===== src/rtl/mips_pkg.sv =====
// Shared types and helpers for the MIPS run controller slice.
package mips_pkg;

    // Run controller sequencing states.
    typedef enum logic [1:0] {
        RS_IDLE = 2'd0,
        RS_HOLD = 2'd1,
        RS_RUN  = 2'd2,
        RS_DONE = 2'd3
    } run_state_e;

    // Destination of a preload beat.
    typedef enum logic [1:0] {
        LT_IMEM    = 2'd0,
        LT_DMEM    = 2'd1,
        LT_REGFILE = 2'd2,
        LT_RSVD    = 2'd3
    } load_target_e;

    // Why the last run ended.
    typedef enum logic [1:0] {
        HR_NONE    = 2'd0,
        HR_HALT    = 2'd1,
        HR_EXC     = 2'd2,
        HR_TIMEOUT = 2'd3
    } halt_reason_e;

    // Next preload address for a memory of the given depth, wrapping to 0.
    function automatic logic [31:0] wrap_inc(input logic [31:0] addr, input logic [31:0] depth);
        logic [31:0] nxt;
        if (addr == (depth - 32'd1)) begin
            nxt = 32'd0;
        end else begin
            nxt = addr + 32'd1;
        end
        return nxt;
    endfunction

endpackage


===== src/rtl/pc_stall_detector.sv =====
// Detects a stalled core: counts consecutive cycles where the sampled PC
// equals the previous sample and flags when HALT_WINDOW identical samples
// have been seen (including the current one).
module pc_stall_detector #(
    parameter int WORD_WIDTH  = 32,
    parameter int HALT_WINDOW = 8
) (
    input  logic                  clk,
    input  logic                  reset,
    input  logic                  clear,
    input  logic                  enable,
    input  logic [WORD_WIDTH-1:0] pc_in,
    output logic                  stall_hit
);

    localparam int CNT_W = $clog2(HALT_WINDOW + 1);
    localparam logic [CNT_W-1:0] CNT_LIMIT = CNT_W'(HALT_WINDOW - 1);

    logic [WORD_WIDTH-1:0] prev_pc_r;
    logic                  prev_valid_r;
    logic [CNT_W-1:0]      stall_cnt_r;
    logic [CNT_W-1:0]      stall_cnt_next_s;
    logic                  same_s;

    // The very first sample after a clear has nothing to compare against.
    assign same_s = prev_valid_r && (pc_in == prev_pc_r);

    // Saturating next value of the consecutive-equal counter.
    always_comb begin
        stall_cnt_next_s = {CNT_W{1'b0}};
        if (!same_s) begin
            stall_cnt_next_s = {CNT_W{1'b0}};
        end else if (stall_cnt_r >= CNT_LIMIT) begin
            stall_cnt_next_s = CNT_LIMIT;
        end else begin
            stall_cnt_next_s = stall_cnt_r + CNT_W'(1);
        end
    end

    assign stall_hit = enable && same_s && (stall_cnt_next_s >= CNT_LIMIT);

    // Track the previous PC sample and the equal-sample run length.
    always_ff @(posedge clk) begin
        if (reset || clear) begin
            prev_pc_r    <= {WORD_WIDTH{1'b0}};
            prev_valid_r <= 1'b0;
            stall_cnt_r  <= {CNT_W{1'b0}};
        end else if (enable) begin
            prev_pc_r    <= pc_in;
            prev_valid_r <= 1'b1;
            stall_cnt_r  <= stall_cnt_next_s;
        end
    end

endmodule


===== src/rtl/mips_run_controller.sv =====
// Run controller for the pipelined MIPS core: preloads memories through one
// registered write port while the core is held in reset, releases the core,
// and stops it on exception, PC stall (halt) or cycle-budget timeout.
module mips_run_controller
    import mips_pkg::*;
#(
    parameter int WORD_WIDTH   = 32,
    parameter int IMEM_DEPTH   = 1024,
    parameter int DMEM_DEPTH   = 1024,
    parameter int REG_DEPTH    = 32,
    parameter int ADDR_W       = 32,
    parameter int CYCLE_W      = 16,
    parameter int RESET_CYCLES = 4,
    parameter int HALT_WINDOW  = 8
) (
    input  logic                  clk,
    input  logic                  reset,
    input  logic                  load_valid,
    output logic                  load_ready,
    input  logic [1:0]            load_target,
    input  logic [WORD_WIDTH-1:0] load_data,
    input  logic                  start,
    input  logic                  ack,
    input  logic [CYCLE_W-1:0]    cycle_budget,
    input  logic [WORD_WIDTH-1:0] pc_in,
    input  logic                  exc_in,
    output logic                  mem_we,
    output logic [1:0]            mem_target,
    output logic [ADDR_W-1:0]     mem_addr,
    output logic [WORD_WIDTH-1:0] mem_wdata,
    output logic                  cpu_reset_n,
    output logic                  cpu_run,
    output logic                  done,
    output logic [1:0]            halt_reason,
    output logic [CYCLE_W-1:0]    cycle_count
);

    localparam logic [1:0] ST_IDLE = 2'd0;
    localparam logic [1:0] ST_HOLD = 2'd1;
    localparam logic [1:0] ST_RUN  = 2'd2;
    localparam logic [1:0] ST_DONE = 2'd3;

    localparam int HOLD_W = $clog2(RESET_CYCLES + 1);
    localparam logic [HOLD_W-1:0] HOLD_LAST = HOLD_W'(RESET_CYCLES - 1);

    logic [1:0]            state_r;
    logic [1:0]            state_next_s;
    logic [HOLD_W-1:0]     hold_cnt_r;
    logic [CYCLE_W-1:0]    budget_r;
    logic [CYCLE_W-1:0]    cycle_count_r;
    logic [CYCLE_W-1:0]    count_inc_s;
    logic [CYCLE_W-1:0]    count_sat_s;
    logic [1:0]            halt_reason_r;
    halt_reason_e          stop_reason_s;
    logic                  stop_s;
    logic                  stall_hit_s;
    logic                  accept_s;

    logic                  load_ready_r;
    logic                  cpu_reset_n_r;
    logic                  cpu_run_r;
    logic                  done_r;

    logic [ADDR_W-1:0]     imem_addr_r;
    logic [ADDR_W-1:0]     dmem_addr_r;
    logic [ADDR_W-1:0]     reg_addr_r;
    logic                  mem_we_r;
    logic [1:0]            mem_target_r;
    logic [ADDR_W-1:0]     mem_addr_r;
    logic [WORD_WIDTH-1:0] mem_wdata_r;

    // load_ready_r tracks state only, so the handshake never depends
    // combinationally on load_valid.
    assign accept_s = load_valid && load_ready_r;

    assign count_inc_s = cycle_count_r + CYCLE_W'(1);
    assign count_sat_s = (cycle_count_r == {CYCLE_W{1'b1}}) ? cycle_count_r : count_inc_s;

    pc_stall_detector #(
        .WORD_WIDTH  (WORD_WIDTH),
        .HALT_WINDOW (HALT_WINDOW)
    ) u_stall (
        .clk       (clk),
        .reset     (reset),
        .clear     (state_r != ST_RUN),
        .enable    (state_r == ST_RUN),
        .pc_in     (pc_in),
        .stall_hit (stall_hit_s)
    );

    // Stop cause for the current RUN cycle, highest priority first.
    always_comb begin
        stop_reason_s = HR_NONE;
        if (exc_in) begin
            stop_reason_s = HR_EXC;
        end else if (stall_hit_s) begin
            stop_reason_s = HR_HALT;
        end else if ((budget_r != {CYCLE_W{1'b0}}) && (count_inc_s == budget_r)) begin
            stop_reason_s = HR_TIMEOUT;
        end else begin
            stop_reason_s = HR_NONE;
        end
    end

    assign stop_s = (state_r == ST_RUN) && (stop_reason_s != HR_NONE);

    // Next-state logic; an accepted beat takes precedence over start.
    always_comb begin
        state_next_s = state_r;
        case (state_r)
            ST_IDLE: begin
                if (start && !accept_s) begin
                    state_next_s = ST_HOLD;
                end else begin
                    state_next_s = ST_IDLE;
                end
            end
            ST_HOLD: begin
                if (hold_cnt_r == HOLD_LAST) begin
                    state_next_s = ST_RUN;
                end else begin
                    state_next_s = ST_HOLD;
                end
            end
            ST_RUN: begin
                if (stop_s) begin
                    state_next_s = ST_DONE;
                end else begin
                    state_next_s = ST_RUN;
                end
            end
            ST_DONE: begin
                if (ack) begin
                    state_next_s = ST_IDLE;
                end else begin
                    state_next_s = ST_DONE;
                end
            end
            default: begin
                state_next_s = ST_IDLE;
            end
        endcase
    end

    // FSM state, run bookkeeping and registered control outputs.
    always_ff @(posedge clk) begin
        if (reset) begin
            state_r       <= ST_IDLE;
            hold_cnt_r    <= {HOLD_W{1'b0}};
            budget_r      <= {CYCLE_W{1'b0}};
            cycle_count_r <= {CYCLE_W{1'b0}};
            halt_reason_r <= 2'd0;
            load_ready_r  <= 1'b0;
            cpu_reset_n_r <= 1'b0;
            cpu_run_r     <= 1'b0;
            done_r        <= 1'b0;
        end else begin
            state_r       <= state_next_s;
            load_ready_r  <= (state_next_s == ST_IDLE);
            cpu_reset_n_r <= (state_next_s == ST_RUN) || (state_next_s == ST_DONE);
            cpu_run_r     <= (state_next_s == ST_RUN);
            done_r        <= (state_next_s == ST_DONE);
            case (state_r)
                ST_IDLE: begin
                    if (state_next_s == ST_HOLD) begin
                        budget_r      <= cycle_budget;
                        cycle_count_r <= {CYCLE_W{1'b0}};
                        halt_reason_r <= HR_NONE;
                        hold_cnt_r    <= {HOLD_W{1'b0}};
                    end
                end
                ST_HOLD: begin
                    hold_cnt_r <= hold_cnt_r + HOLD_W'(1);
                end
                ST_RUN: begin
                    cycle_count_r <= count_sat_s;
                    if (stop_s) begin
                        halt_reason_r <= stop_reason_s;
                    end
                end
                ST_DONE: begin
                    hold_cnt_r <= {HOLD_W{1'b0}};
                end
                default: begin
                    hold_cnt_r <= {HOLD_W{1'b0}};
                end
            endcase
        end
    end

    // Preload write port and the per-target address counters.
    always_ff @(posedge clk) begin
        if (reset) begin
            imem_addr_r  <= {ADDR_W{1'b0}};
            dmem_addr_r  <= {ADDR_W{1'b0}};
            reg_addr_r   <= {ADDR_W{1'b0}};
            mem_we_r     <= 1'b0;
            mem_target_r <= 2'd0;
            mem_addr_r   <= {ADDR_W{1'b0}};
            mem_wdata_r  <= {WORD_WIDTH{1'b0}};
        end else if ((state_r == ST_DONE) && ack) begin
            imem_addr_r <= {ADDR_W{1'b0}};
            dmem_addr_r <= {ADDR_W{1'b0}};
            reg_addr_r  <= {ADDR_W{1'b0}};
            mem_we_r    <= 1'b0;
        end else if (accept_s && (load_target != LT_RSVD)) begin
            mem_we_r     <= 1'b1;
            mem_target_r <= load_target;
            mem_wdata_r  <= load_data;
            case (load_target)
                LT_IMEM: begin
                    mem_addr_r  <= imem_addr_r;
                    imem_addr_r <= ADDR_W'(wrap_inc(32'(imem_addr_r), 32'(IMEM_DEPTH)));
                end
                LT_DMEM: begin
                    mem_addr_r  <= dmem_addr_r;
                    dmem_addr_r <= ADDR_W'(wrap_inc(32'(dmem_addr_r), 32'(DMEM_DEPTH)));
                end
                LT_REGFILE: begin
                    mem_addr_r <= reg_addr_r;
                    reg_addr_r <= ADDR_W'(wrap_inc(32'(reg_addr_r), 32'(REG_DEPTH)));
                end
                default: begin
                    mem_addr_r <= mem_addr_r;
                end
            endcase
        end else begin
            mem_we_r <= 1'b0;
        end
    end

    assign load_ready  = load_ready_r;
    assign cpu_reset_n = cpu_reset_n_r;
    assign cpu_run     = cpu_run_r;
    assign done        = done_r;
    assign halt_reason = halt_reason_r;
    assign cycle_count = cycle_count_r;
    assign mem_we      = mem_we_r;
    assign mem_target  = mem_target_r;
    assign mem_addr    = mem_addr_r;
    assign mem_wdata   = mem_wdata_r;

endmodule


===== config.mk =====
export PLATFORM = sky130hd
export DESIGN_NAME = mips_run_controller
export DESIGN_NICKNAME = d
export VERILOG_FILES = /design/src/rtl/mips_pkg.sv /design/src/rtl/pc_stall_detector.sv /design/src/rtl/mips_run_controller.sv
export SDC_FILE = /design/constraint.sdc
export NUM_CORES = 1
export LEC_CHECK = 0
export ABC_AREA = 0
export ABC_CLOCK_PERIOD_IN_PS = 3120
export CORE_MARGIN = 5
export CORE_UTILIZATION = 54
export DETAILED_ROUTE_END_ITERATION = 12
export PLACE_DENSITY = 0.81
export SYNTH_ARGS = -nofsm -noshare
export SYNTH_HDL_FRONTEND = slang
export SYNTH_SLANG_ARGS = --single-unit

===== constraint.sdc =====
create_clock -name clk -period 3.12 [get_ports clk]
set_clock_uncertainty 0.1 [all_clocks]
set_input_delay 0.624 -clock clk [delete_from_list [all_inputs] [get_ports clk]]
set_output_delay 0.624 -clock clk [all_outputs]
set_load 0.01 [all_outputs]

==> summary.txt, run 1 <==
Outcome
  • Status: finished clean

Drt
  • DR DRC count: 0
  • Initial DRC Count: 687
  • Via count: 9963
  • Antenna Violating Nets Remaining: 0
  • DRT Pass-1 Iters: 5
  • WL per Instance: 16.9 um
  • Routed Wire Length: 30.0 mm
  • Via density: around 5.6

Clock network
  • TritonCTS clock tree: built
  • CTS sink cnt: 243
  • Clock Path Buffers: 3
  • CTS root buf: clkbuf_16
  • Clock slew at reported path FFs: 0.07 ns
  • Clk_lat worst skew: 0.52 ns
  • Post-CTS Setup Inserts: 0
  • Quantity of gates resized following cts: 0
  • Post-CTS Hold Buffers: 0
  • H-tree depth: 1
  • Number of buffers created by CTS: 26

Setup path
  • Maximum fanout along the worst path: 6
  • Top delay family on crit path: compound AO/OA/AOI/OAI gates
  • Worst setup path start: cycle_count[1]$_SDFFE_PP0P_
  • CP bufs+invs: 0
  • Crit path cell chain: ha_1, nand3_1, xnor2_1, a311oi_1, a21oi_1, or4_1, o31a_1, a211oi_2
  • Register-to-register setup slack: between 0.3 and 0.4 ns
  • Worst r2r src: cycle_count[1]$_SDFFE_PP0P_
  • Critical path capture point: done$_SDFF_PP0_
  • Critical path class: flop to flop
  • FF-to-FF path depth: 8
  • Critical Path Max Stage Delay: 0.59 ns
  • Critical Path RT: 3.46 ns
  • Crit end category: flop
  • Startpoint types: flop
  • Worst Path Arrival: 3.12 ns
  • Critical R2R Capture: done$_SDFF_PP0_
  • Slowest cell on the critical path: or4_1
  • Crit. path cell count: 8

Yosys
  • Net Count, Synth: 1411
  • Synth Cell Area: between 10000 and 15000 um^2
  • Simple-gate area share of the yosys netlist: a little over a quarter
  • Largest family of logic cells by synthesized area: simple AND/OR/NAND/NOR gates
  • Post-synth EDFFs: 0
  • Netlist cell types: 51
  • Top cell type's share of synthesized area: 45.0%
  • Synth area leaders: dfxtp_1 45%, xor2_1 8.0%, nand2_1 8.0%
  • Compound-Gate Fraction of Synth Area: 13.0%
  • Register area share after synthesis: between 40% and 50%
  • Yosys reg bits: 243
  • Adder-cell area share of the yosys netlist: between 1 and 1.5%
  • Synth Instances: approximately 1300
  • Post-synth top area cell: dfxtp_1
  • Synthesis warning total: 0
  • Syn Area/Cell: 8.24 um^2
  • Mux cell area share after synthesis: less than 1%
  • Ys async rst share: 0%
  • Ys flop type: dfxtp_1
  • Xor/xnor share of the synthesized area: 11.3%

Global route
  • Antenna violations before repair: 0
  • Met2 Resource Use GR: a little under half
  • GRT Max-Usage Layer: met2
  • M3 GR Usage: 4.28%
  • GRT Resource Usage Total: around a quarter
  • Met1 Use GR: a little under a third
  • Largest net degree at the start of global routing: 107
  • Vias in the first global route: slightly below 10000
  • First-pass GRT wire length: about 48 mm
  • Gr ovfl total: 0

Floorplan
  • Row count: 51
  • Die W: ~150 um
  • Die ar.: approximately 23000 um^2
  • Initial Util: between 50% and 60%
  • Die height: 151 um
  • Core Box Area: roughly 20000 um^2
  • Top-level I/O count: 177

Timing
  • Fin crit period: 2.78 ns
  • Slew Viols, Final: 0
  • Slew headroom: 54.3%
  • F_max: 360 MHz
  • Setup violators final: 0
  • Final hold violations: 0
  • Fin crit share: between 80% and 90%
  • Setup repair after global routing missed its margin: no
  • Worst-Margin Slew: 0.683 ns
  • Worst Hold Margin: 0.224 ns
  • Setup tns final: 0 ns

Power
  • Static Leak: 5.16 nW
  • VDD IR max: around 0.38 mV
  • Pwr Density: ~500 nW/um^2
  • Overall power consumption: 6.88 mW

Final layout
  • Ant diodes: 0
  • P&R area growth vs syn: 29.2%
  • Filler cells: 1474
  • Nets: 1586
  • Layout cells sized above 1: 7.17%
  • Final core occ: 71.3%

Place
  • RePlAce Congestion: 0.910
  • DP HPWL: 21.3 mm
  • Port bufs: 176

Flow run
  • Maxcap violations: 0

Min path
  • Hold Crit Class: primary input to flop
through the flow:
stage | setup WS (ns) | area [um^2] | instances
6_report | 0.345 | 14000 | 1772
3_3_place_gp | 0.0625 | 13100 | 1724
5_1_grt | 0.239 | 14000 | 1772
2_1_floorplan | 0.461 | 10800 | 1312
3_5_place_dp | 0.0167 | 13100 | 1724
4_1_cts | 0.385 | 14000 | 1772
sequential cells by signal (all words and copies together), names as in the netlist, 3 cells and up:
register and cells:
mem_wdata 32, u_stall.stall_cnt_r 4, imem_addr_r 32, hold_cnt_r 3, budget_r 16, dmem_addr_r 32, reg_addr_r 32, cycle_count 16
mem_addr 32, u_stall.prev_pc_r 32
per-layer routing:
layer,wire (um),vias up
met4,1020,0
met5,0,-
met3,2140,80
li1,-,4863
met2,14800,360
met1,12100,4660
final cells by class:
cell class                      instances  area [um^2]  share of cell area, %
Tap cell                              265          332                   2.38
Clock inverter                          9          101                  0.726
Timing Repair Buffer                  223         2170                   15.6
Multi-Input combinational cell        983         5650                   40.5
Inverter                               10         37.5                  0.269
Clock buffer                           39          801                   5.74
Sequential cell                       243         4860                   34.9
Yosys cell counts (5+ instances only):
master	number
a21oi_1	118
a22oi_1	34
a311oi_1	5
a31oi_1	6
and2_1	39
and3_1	21
and4_1	11
buf_1	5
buf_2	6
clkbuf_1	64
dfxtp_1	243
ha_1	11
inv_1	10
nand2_1	230
nand3_1	40
nand4_1	31
nor2_1	146
nor3_1	17
nor4_1	26
o211ai_1	32
o21ai_0	20
or3_1	8
or4_1	6
xnor2_1	40
xor2_1	99
layout by cell type (no fill, tap or decap), drive strengths merged, types with 5 or more instances in the layout:
| cell type | count |
|---|---|
| dfxtp | 243 |
| nand2 | 230 |
| clkdlybuf4s50 | 175 |
| nor2 | 146 |
| a21oi | 118 |
| xor2 | 99 |
| buf | 48 |
| nand3 | 40 |
| xnor2 | 40 |
| and2 | 39 |
| clkbuf | 39 |
| a22oi | 34 |
| o211ai | 32 |
| nand4 | 31 |
| nor4 | 28 |
| and3 | 22 |
| o21ai | 22 |
| nor3 | 18 |
| and4 | 11 |
| inv | 11 |
| ha | 11 |
| or3 | 8 |
| or4 | 7 |
| a31oi | 6 |
| clkinv | 6 |
| a311oi | 5 |
report_power, final:
part           internal, mW  switching [mW]  leakage, nW
registers              3.14          0.0362         1.96
logic                 0.242           0.265         2.75
clock network          1.94            1.25        0.453
cells by family (layout without fill, tap and decap cells):
kind of cell,Yosys count,after routing
XOR/XNOR,139,139
AND/OR/NAND/NOR,599,599
flip-flops,243,243
adder cells (fa/ha/maj),11,11
buffers and inverters,86,281
AO/OA/AOI/OAI,232,232
multiplexers,2,2
how the worst min path moves through the flow:
stage	from	endpoint	slack [ns]	depth (start not counted)
floorplan	u_stall.stall_cnt_r[3]$_SDFFE_PP0P_	u_stall.stall_cnt_r[3]$_SDFFE_PP0P_	0.34	1
global placement	mem_wdata[18]$_SDFFE_PP0P_	mem_wdata[18]$_SDFFE_PP0P_	0.34	2
detailed placement	mem_wdata[11]$_SDFFE_PP0P_	mem_wdata[11]$_SDFFE_PP0P_	0.35	2
CTS	reset	load_ready$_SDFF_PP0_	0.21	2
global route	reset	load_ready$_SDFF_PP0_	0.22	2
finish	reset	load_ready$_SDFF_PP0_	0.22	2
Power figures use the tool's default switching activity.
==> run 2, diff against run 1 <==
Settings changed: GPL_TIMING_DRIVEN set to 0.
==> run 2 against run 1 <==
Compared with the run above:
- sequential share of layout area rose by 0.12 points
- critical path depth rose by 1
- routed wire length rose by 6.7%
- via count rose by 2.4%
- global-route usage rose by 1.5 points
- core utilization fell by 0.25 points
- total power rose by 2.2%
- final area fell by 0.35%
- setup slack got worse by 0.17 ns
- first-iteration DRC count fell by 2.5%
- count of clock-buffer cells in the layout fell by 4
- highest routed layer unchanged
==> summary.txt, run 2 (synthesized netlist as in run 1, its figures left out) <==
Drt
  • Antenna Violating Nets Remaining: 0 (unchanged)
  • Routed met3 length: 2.79 mm (+30%)
  • DRT Pass-1 Iters: 6 (+1)
  • Via density: 5.66 (+0.68%)
  • Initial DRC Count: 670 (-2.5%)
  • Max Used Layer: met4
  • Metal-1 WL: 12.8 mm (+5.6%)
  • DR DRC count: 0 (unchanged)
  • Routed Wire Length: 32.0 mm (+6.7%)
  • WL per Instance: 17.8 um (+4.9%)
  • DR WL met2: 15.6 mm (+5.5%)
  • Via count: 10201 (+2.4%)

Timing
  • Setup violators final: 0 (unchanged)
  • Fin crit period: 2.95 ns (+0.172 ns)
  • Fin crit share: 94.5% (+5.5 points)
  • Worst-Margin Slew: 0.906 ns (+0.223 ns)
  • Final hold violations: 0 (unchanged)
  • F_max: 339 MHz (-5.8%)
  • Setup repair after global routing missed its margin: yes
  • Final worst setup slack: 0.173 ns (-0.172 ns)
  • Slew headroom: 39.1% (-15 points)
  • Slew Viols, Final: 0 (unchanged)

Setup path
  • FF-to-FF path depth: 8 (unchanged)
  • Maximum fanout along the worst path: 10 (+4)
  • Critical Path RT: 3.42 ns (-0.04 ns)
  • Startpoint types: primary input
  • Slowest cell on the critical path: clkdlybuf4s50_1
  • Crit path cell chain: clkdlybuf4s50_1, ha_1, nand4b_1, nor2_2, and3_1, nand2_1, o21ai_1, clkbuf_1, nor2_1
  • Worst Path Arrival: 3.24 ns (+0.12 ns)
  • Critical Path Max Stage Delay: 0.49 ns (-0.10 ns)
  • Top delay family on crit path: simple AND/OR/NAND/NOR gates
  • Critical path class: primary input to flop
  • Crit end category: flop
  • Crit. path cell count: 9 (+1)
  • CP bufs+invs: 2 (+2)

Place
  • Dpl ws: -0.742 ns (-0.758 ns)
  • RePlAce Congestion: 0.924 (+1.6%)
  • DP HPWL: 23.4 mm (+9.8%)
  • Port bufs: 176 (unchanged)

Global route
  • First-pass GRT wire length: 49.7 mm (+3.6%)
  • Antenna violations before repair: 0 (unchanged)
  • Gr ovfl total: 0 (unchanged)
  • Vias in the first global route: 9774 (+1.2%)
  • Largest net degree at the start of global routing: 15 (-86%)
  • GRT Resource Usage Total: 26.9% (+1.5 points)

Final layout
  • Multi-input logic area: 5650 um^2 (about the same)
  • Ant diodes: 0 (unchanged)
  • Most common cell after layout, fill and taps aside: dfxtp_1
  • P&R area growth vs syn: 28.7%
  • Most frequent cells in the layout: 243 x dfxtp_1, 230 x nand2_1, 176 x clkdlybuf4s50_1
  • Register area: 4860 um^2 (unchanged)
  • Layout cells sized above 1: 5.20% (-2.0 points)
  • Nets: 1616 (+1.9%)
  • Filler cells: 1571 (+6.6%)

Outcome
  • Status: finished clean

Power
  • Static Leak: 5.08 nW (-1.7%)
  • Overall power consumption: 7.03 mW (+2.2%)
  • Pwr Density: 505 nW/um^2 (+2.5%)
  • VDD IR max: 0.380 mV (-0.17%)

Min path
  • Hold depth: 2 (unchanged)
  • Hold Crit Class: flop to flop

Floorplan
  • Initial Util: 55.2% (unchanged)
  • Top-level I/O count: 177 (unchanged)
  • Core Box Area: 19600 um^2 (unchanged)
  • Die W: 151 um (unchanged)
  • Die height: 151 um (unchanged)
  • Row count: 51 (unchanged)
  • Die ar.: 22900 um^2 (unchanged)

Clock network
  • Post-CTS Hold Buffers: 0 (unchanged)
  • H-tree depth: 1 (unchanged)
  • Number of buffers created by CTS: 26 (unchanged)
  • CTS sink cnt: 243 (unchanged)
  • Clock Path Buffers: 3 (unchanged)
  • Clock slew at reported path FFs: 0.06 ns (about the same)
  • TritonCTS clock tree: built
  • Clk_lat worst skew: 0.53 ns (about the same)
  • CTS root buf: clkbuf_16

Flow run
  • Maxcap violations: 0 (unchanged)
[run 2: where the power goes]
part           total [mW]  internal (mW)  switching [mW]
Clock                3.33           2.06            1.28
Combinational       0.516          0.227           0.289
Sequential           3.18           3.14          0.0323
[run 2: cell type report]
cell class | instances | area share (%)
Multi-Input combinational cell | 983 | 40.6
Clock buffer | 35 | 5.51
Tap cell | 265 | 2.38
Timing Repair Buffer | 179 | 12.8
Clock inverter | 13 | 1.27
Sequential cell | 243 | 35.0
Inverter | 10 | 0.270
Buffer | 74 | 2.14
[run 2: repair_timing]
action / CTS / global route
pin swaps: 0 / 1
setup buffers: 2 / 1
gates resized for setup: 8 / 12
setup endpoints to repair: 55 / 82
[run 2: worst paths after layout]
path	start	endpoint	slack (ns)
setup reg to reg	cycle_count[0]$_SDFFE_PP0P_	done$_SDFF_PP0_	0.23
setup / recovery	load_target[0]	imem_addr_r[30]$_SDFFE_PP0P_	0.17
hold / removal	mem_wdata[17]$_SDFFE_PP0P_	mem_wdata[17]$_SDFFE_PP0P_	0.35
hold reg to reg	mem_wdata[17]$_SDFFE_PP0P_	mem_wdata[17]$_SDFFE_PP0P_	0.35
[run 2: worst reg2reg max path: stages, from the launching register on]
cell	delay, ns
dfxtp_1	0.50
ha_1	0.32
nand3_1	0.12
xnor2_1	0.19
a311oi_1	0.31
a21oi_1	0.07
or4_1	0.59
o31a_1	0.40
a211oi_2	0.23
[run 2: layer usage]
layer	vias up	track usage [%]
met2	395	47.1
met5	-	0
met3	73	5.47
met1	4803	33.4
li1	4930	-
met4	0	7.93
[run 2: through the flow]
stage	utilization [%]	hold WS, ns	TNS, ns	area (um^2)	std cells
after floorplan	-	0.345	0	10800	1312
after global placement	65.9	0.338	-45.69	12900	1753
after detailed placement	65.9	0.346	-54.36	12900	1753
after CTS	70.9	0.354	0	13900	1803
after global routing	71.0	0.370	-0.00283	13900	1802
final	71.0	0.353	0	13900	1802
==> run 3, diff against run 2 <==
Settings changed: CORE_UTILIZATION 54 to 55, CTS_BUF_LIST set to sky130_fd_sc_hd__clkbuf_2, GPL_TIMING_DRIVEN 0 to 1, PLACE_DENSITY 0.81 to 0.82, RECOVER_POWER set to 25.
==> run 3 against run 2 <==
Compared with the run above:
- sequential share of layout area is 1.2 points higher
- setup slack gained 0.071 ns
- critical path depth shrank 1
- die area down 1.7%
- total power shrank 20%
- combinational power decreased by 4%
- non-clock buffer count down 35
- first-iteration DRC count rose by 3.1%
- via count down 0.36%
- cell count grew 0.83%
- sequential power about the same
==> summary.txt, run 3 (synthesized netlist as in run 1, its figures left out) <==
Outcome
  • Status: finished clean

Drt
  • Via density: 5.59 (-1.2%)
  • WL per Instance: 16.3 um (-8.1%)
  • Initial DRC Count: 691 (+3.1%)
  • Antenna Violating Nets Remaining: 0 (unchanged)
  • Via count: 10164 (-0.36%)
  • DRT Pass-1 Iters: 5 (-1)
  • Routed Wire Length: 29.7 mm (-7.4%)
  • DR DRC count: 0 (unchanged)

Timing
  • Slew headroom: 9.27% (-30 points)
  • Setup repair after global routing missed its margin: no
  • F_max: 348 MHz (+2.5%)
  • Worst-Margin Slew: 1.36 ns (+0.455 ns)
  • Slew Viols, Final: 0 (unchanged)
  • Setup violators final: 0 (unchanged)
  • Final hold violations: 0 (unchanged)
  • Fin crit period: 2.88 ns (-0.0706 ns)
  • Fin crit share: 92.2% (-2.3 points)
  • Setup tns final: 0 ns (unchanged)

Final layout
  • P&R area growth vs syn: 24.3%
  • Final instance area: 13400 um^2 (-3.4%)
  • Multi-input logic area: 5630 um^2 (-0.44%)
  • Non-filler cells in the finished layout: 1817 (+0.83%)
  • Most frequent cells in the layout: 243 x dfxtp_1, 230 x nand2_1, 174 x clkdlybuf4s50_1
  • Filler cells: 1625 (+3.4%)
  • Most common cell after layout, fill and taps aside: dfxtp_1
  • Register area: 4860 um^2 (unchanged)
  • Nets: 1614 (-0.12%)
  • Layout cells sized above 1: 9.03% (+3.8 points)

Floorplan
  • Top-level I/O count: 177 (unchanged)
  • Row count: 51 (unchanged)
  • Initial Util: 55.7% (+0.54 points)
  • Die W: 150 um (-0.85%)
  • Die ar.: 22600 um^2 (-1.7%)
  • Die height: 150 um (-0.85%)
  • Core Box Area: 19400 um^2 (-0.98%)

Setup path
  • Maximum fanout along the worst path: 64 (+54)
  • Crit path cell chain: dlygate4sd3_1, ha_1, nand3b_1, clkbuf_1, nor2b_4, clkbuf_2, o211ai_1, a21oi_1
  • Top delay family on crit path: buffers and inverters
  • Critical path class: primary input to flop
  • Worst r2r src: cycle_count[1]$_SDFFE_PP0P_
  • Startpoint types: primary input
  • Critical Path RT: 3.77 ns (+0.35 ns)
  • Worst setup path start: load_target[1]
  • Crit end category: flop
  • Worst Path Arrival: 3.52 ns (+0.28 ns)
  • Critical Path Max Stage Delay: 1.01 ns (+0.52 ns)
  • CP bufs+invs: 3 (+1)
  • Slowest cell on the critical path: clkbuf_2

Power
  • Static Leak: 5.03 nW (-0.93%)
  • Sw Ratio: 26.9% (+4.2 points)
  • VDD IR max: 0.314 mV (-17%)
  • Clock power frac: 34.5% (-13 points)
  • Combinational group share of total power: 8.9% (+1.6 points)
  • Seq pwr share: 56.6% (+11 points)
  • Int Power: 4.10 mW (-24%)
  • Sw power: 1.51 mW (-5.6%)
  • Pwr Density: 418 nW/um^2 (-17%)

Clock network
  • CTS root buf: clkbuf_2
  • Quantity of gates resized following cts: 0 (-8)
  • H-tree depth: 2 (+1)
  • CTS sink cnt: 243 (unchanged)
  • Post-CTS Hold Buffers: 0 (unchanged)
  • Number of buffers created by CTS: 59 (+130%)
  • Clk_lat worst skew: 0.86 ns (+0.33 ns)
  • Clock Path Buffers: 3 (unchanged)
  • TritonCTS clock tree: built
  • Clock slew at reported path FFs: 0.09 ns (+0.03 ns)
  • Post-CTS Setup Inserts: 0 (-2)

Flow run
  • Maxcap violations: 0 (unchanged)

Place
  • DP HPWL: 21.3 mm (-9.1%)
  • Placed inst area: 13000 um^2 (+0.81%)
  • RePlAce Congestion: 0.930 (+0.65%)
  • Port bufs: 176 (unchanged)
  • Dpl cells: 1719 (-1.9%)

Global route
  • Antenna violations before repair: 1 (+1)
  • Gr ovfl total: 0 (unchanged)
  • First-pass GRT wire length: 47.8 mm (-3.8%)
  • Largest net degree at the start of global routing: 65 (+50)
  • GRT Resource Usage Total: 25.7% (-1.1 points)
  • Vias in the first global route: 9632 (-1.5%)

Min path
  • Hold path startpoint: reset
  • Hold Crit Class: primary input to flop
run 3: final timing paths:
path                               endpoint  cells past startpoint  slack [ns]
setup / recovery   mem_addr[3]$_SDFFE_PP0P_                      8        0.24
hold / removal    mem_addr[11]$_SDFFE_PP0P_                      2        0.10
setup reg to reg            done$_SDFF_PP0_                      8        0.27
hold reg to reg   mem_addr[23]$_SDFFE_PP0P_                      2        0.36
run 3: power by group through the flow:
stage | combinational (mW) | clock [mW] | sequential, mW
floorplan | 0.234 | 0 | 3.25
global placement | 0.486 | 0 | 3.24
detailed placement | 0.498 | 0 | 3.25
CTS | 0.501 | 2.01 | 3.17
global route | 0.541 | 2.18 | 3.18
finish | 0.497 | 1.94 | 3.17
run 3: metrics by stage:
stage | setup WS (ns) | util (%) | power (mW) | hold slack [ns]
2_1_floorplan | 0.461 | - | 3.48 | 0.345
3_3_place_gp | 0.115 | 67.0 | 3.73 | 0.341
6_report | 0.243 | 69.2 | 5.61 | 0.103
3_5_place_dp | 0.0586 | 67.0 | 3.74 | 0.346
5_1_grt | 0.116 | 69.2 | 5.91 | 0.0453
4_1_cts | 0.317 | 69.5 | 5.68 | 0.0108
run 3: cell type report:
cell class	count	share of cell area, %
Sequential cell	243	36.2
Timing Repair Buffer	218	15.6
Clock inverter	9	0.279
Clock buffer	87	3.24
Tap cell	265	2.47
Multi-Input combinational cell	983	41.9
Inverter	10	0.279
Antenna cell	2	0.0373
run 3: routing by layer:
layer / track usage, % / vias up / part of all wire (%)
li1: - / 4954 / -
met1: 31.4 / 4747 / 41
met2: 44.0 / 372 / 49
met3: 6.02 / 91 / 7.2
met4: 10.2 / 0 / 3.1
met5: 0 / - / 0
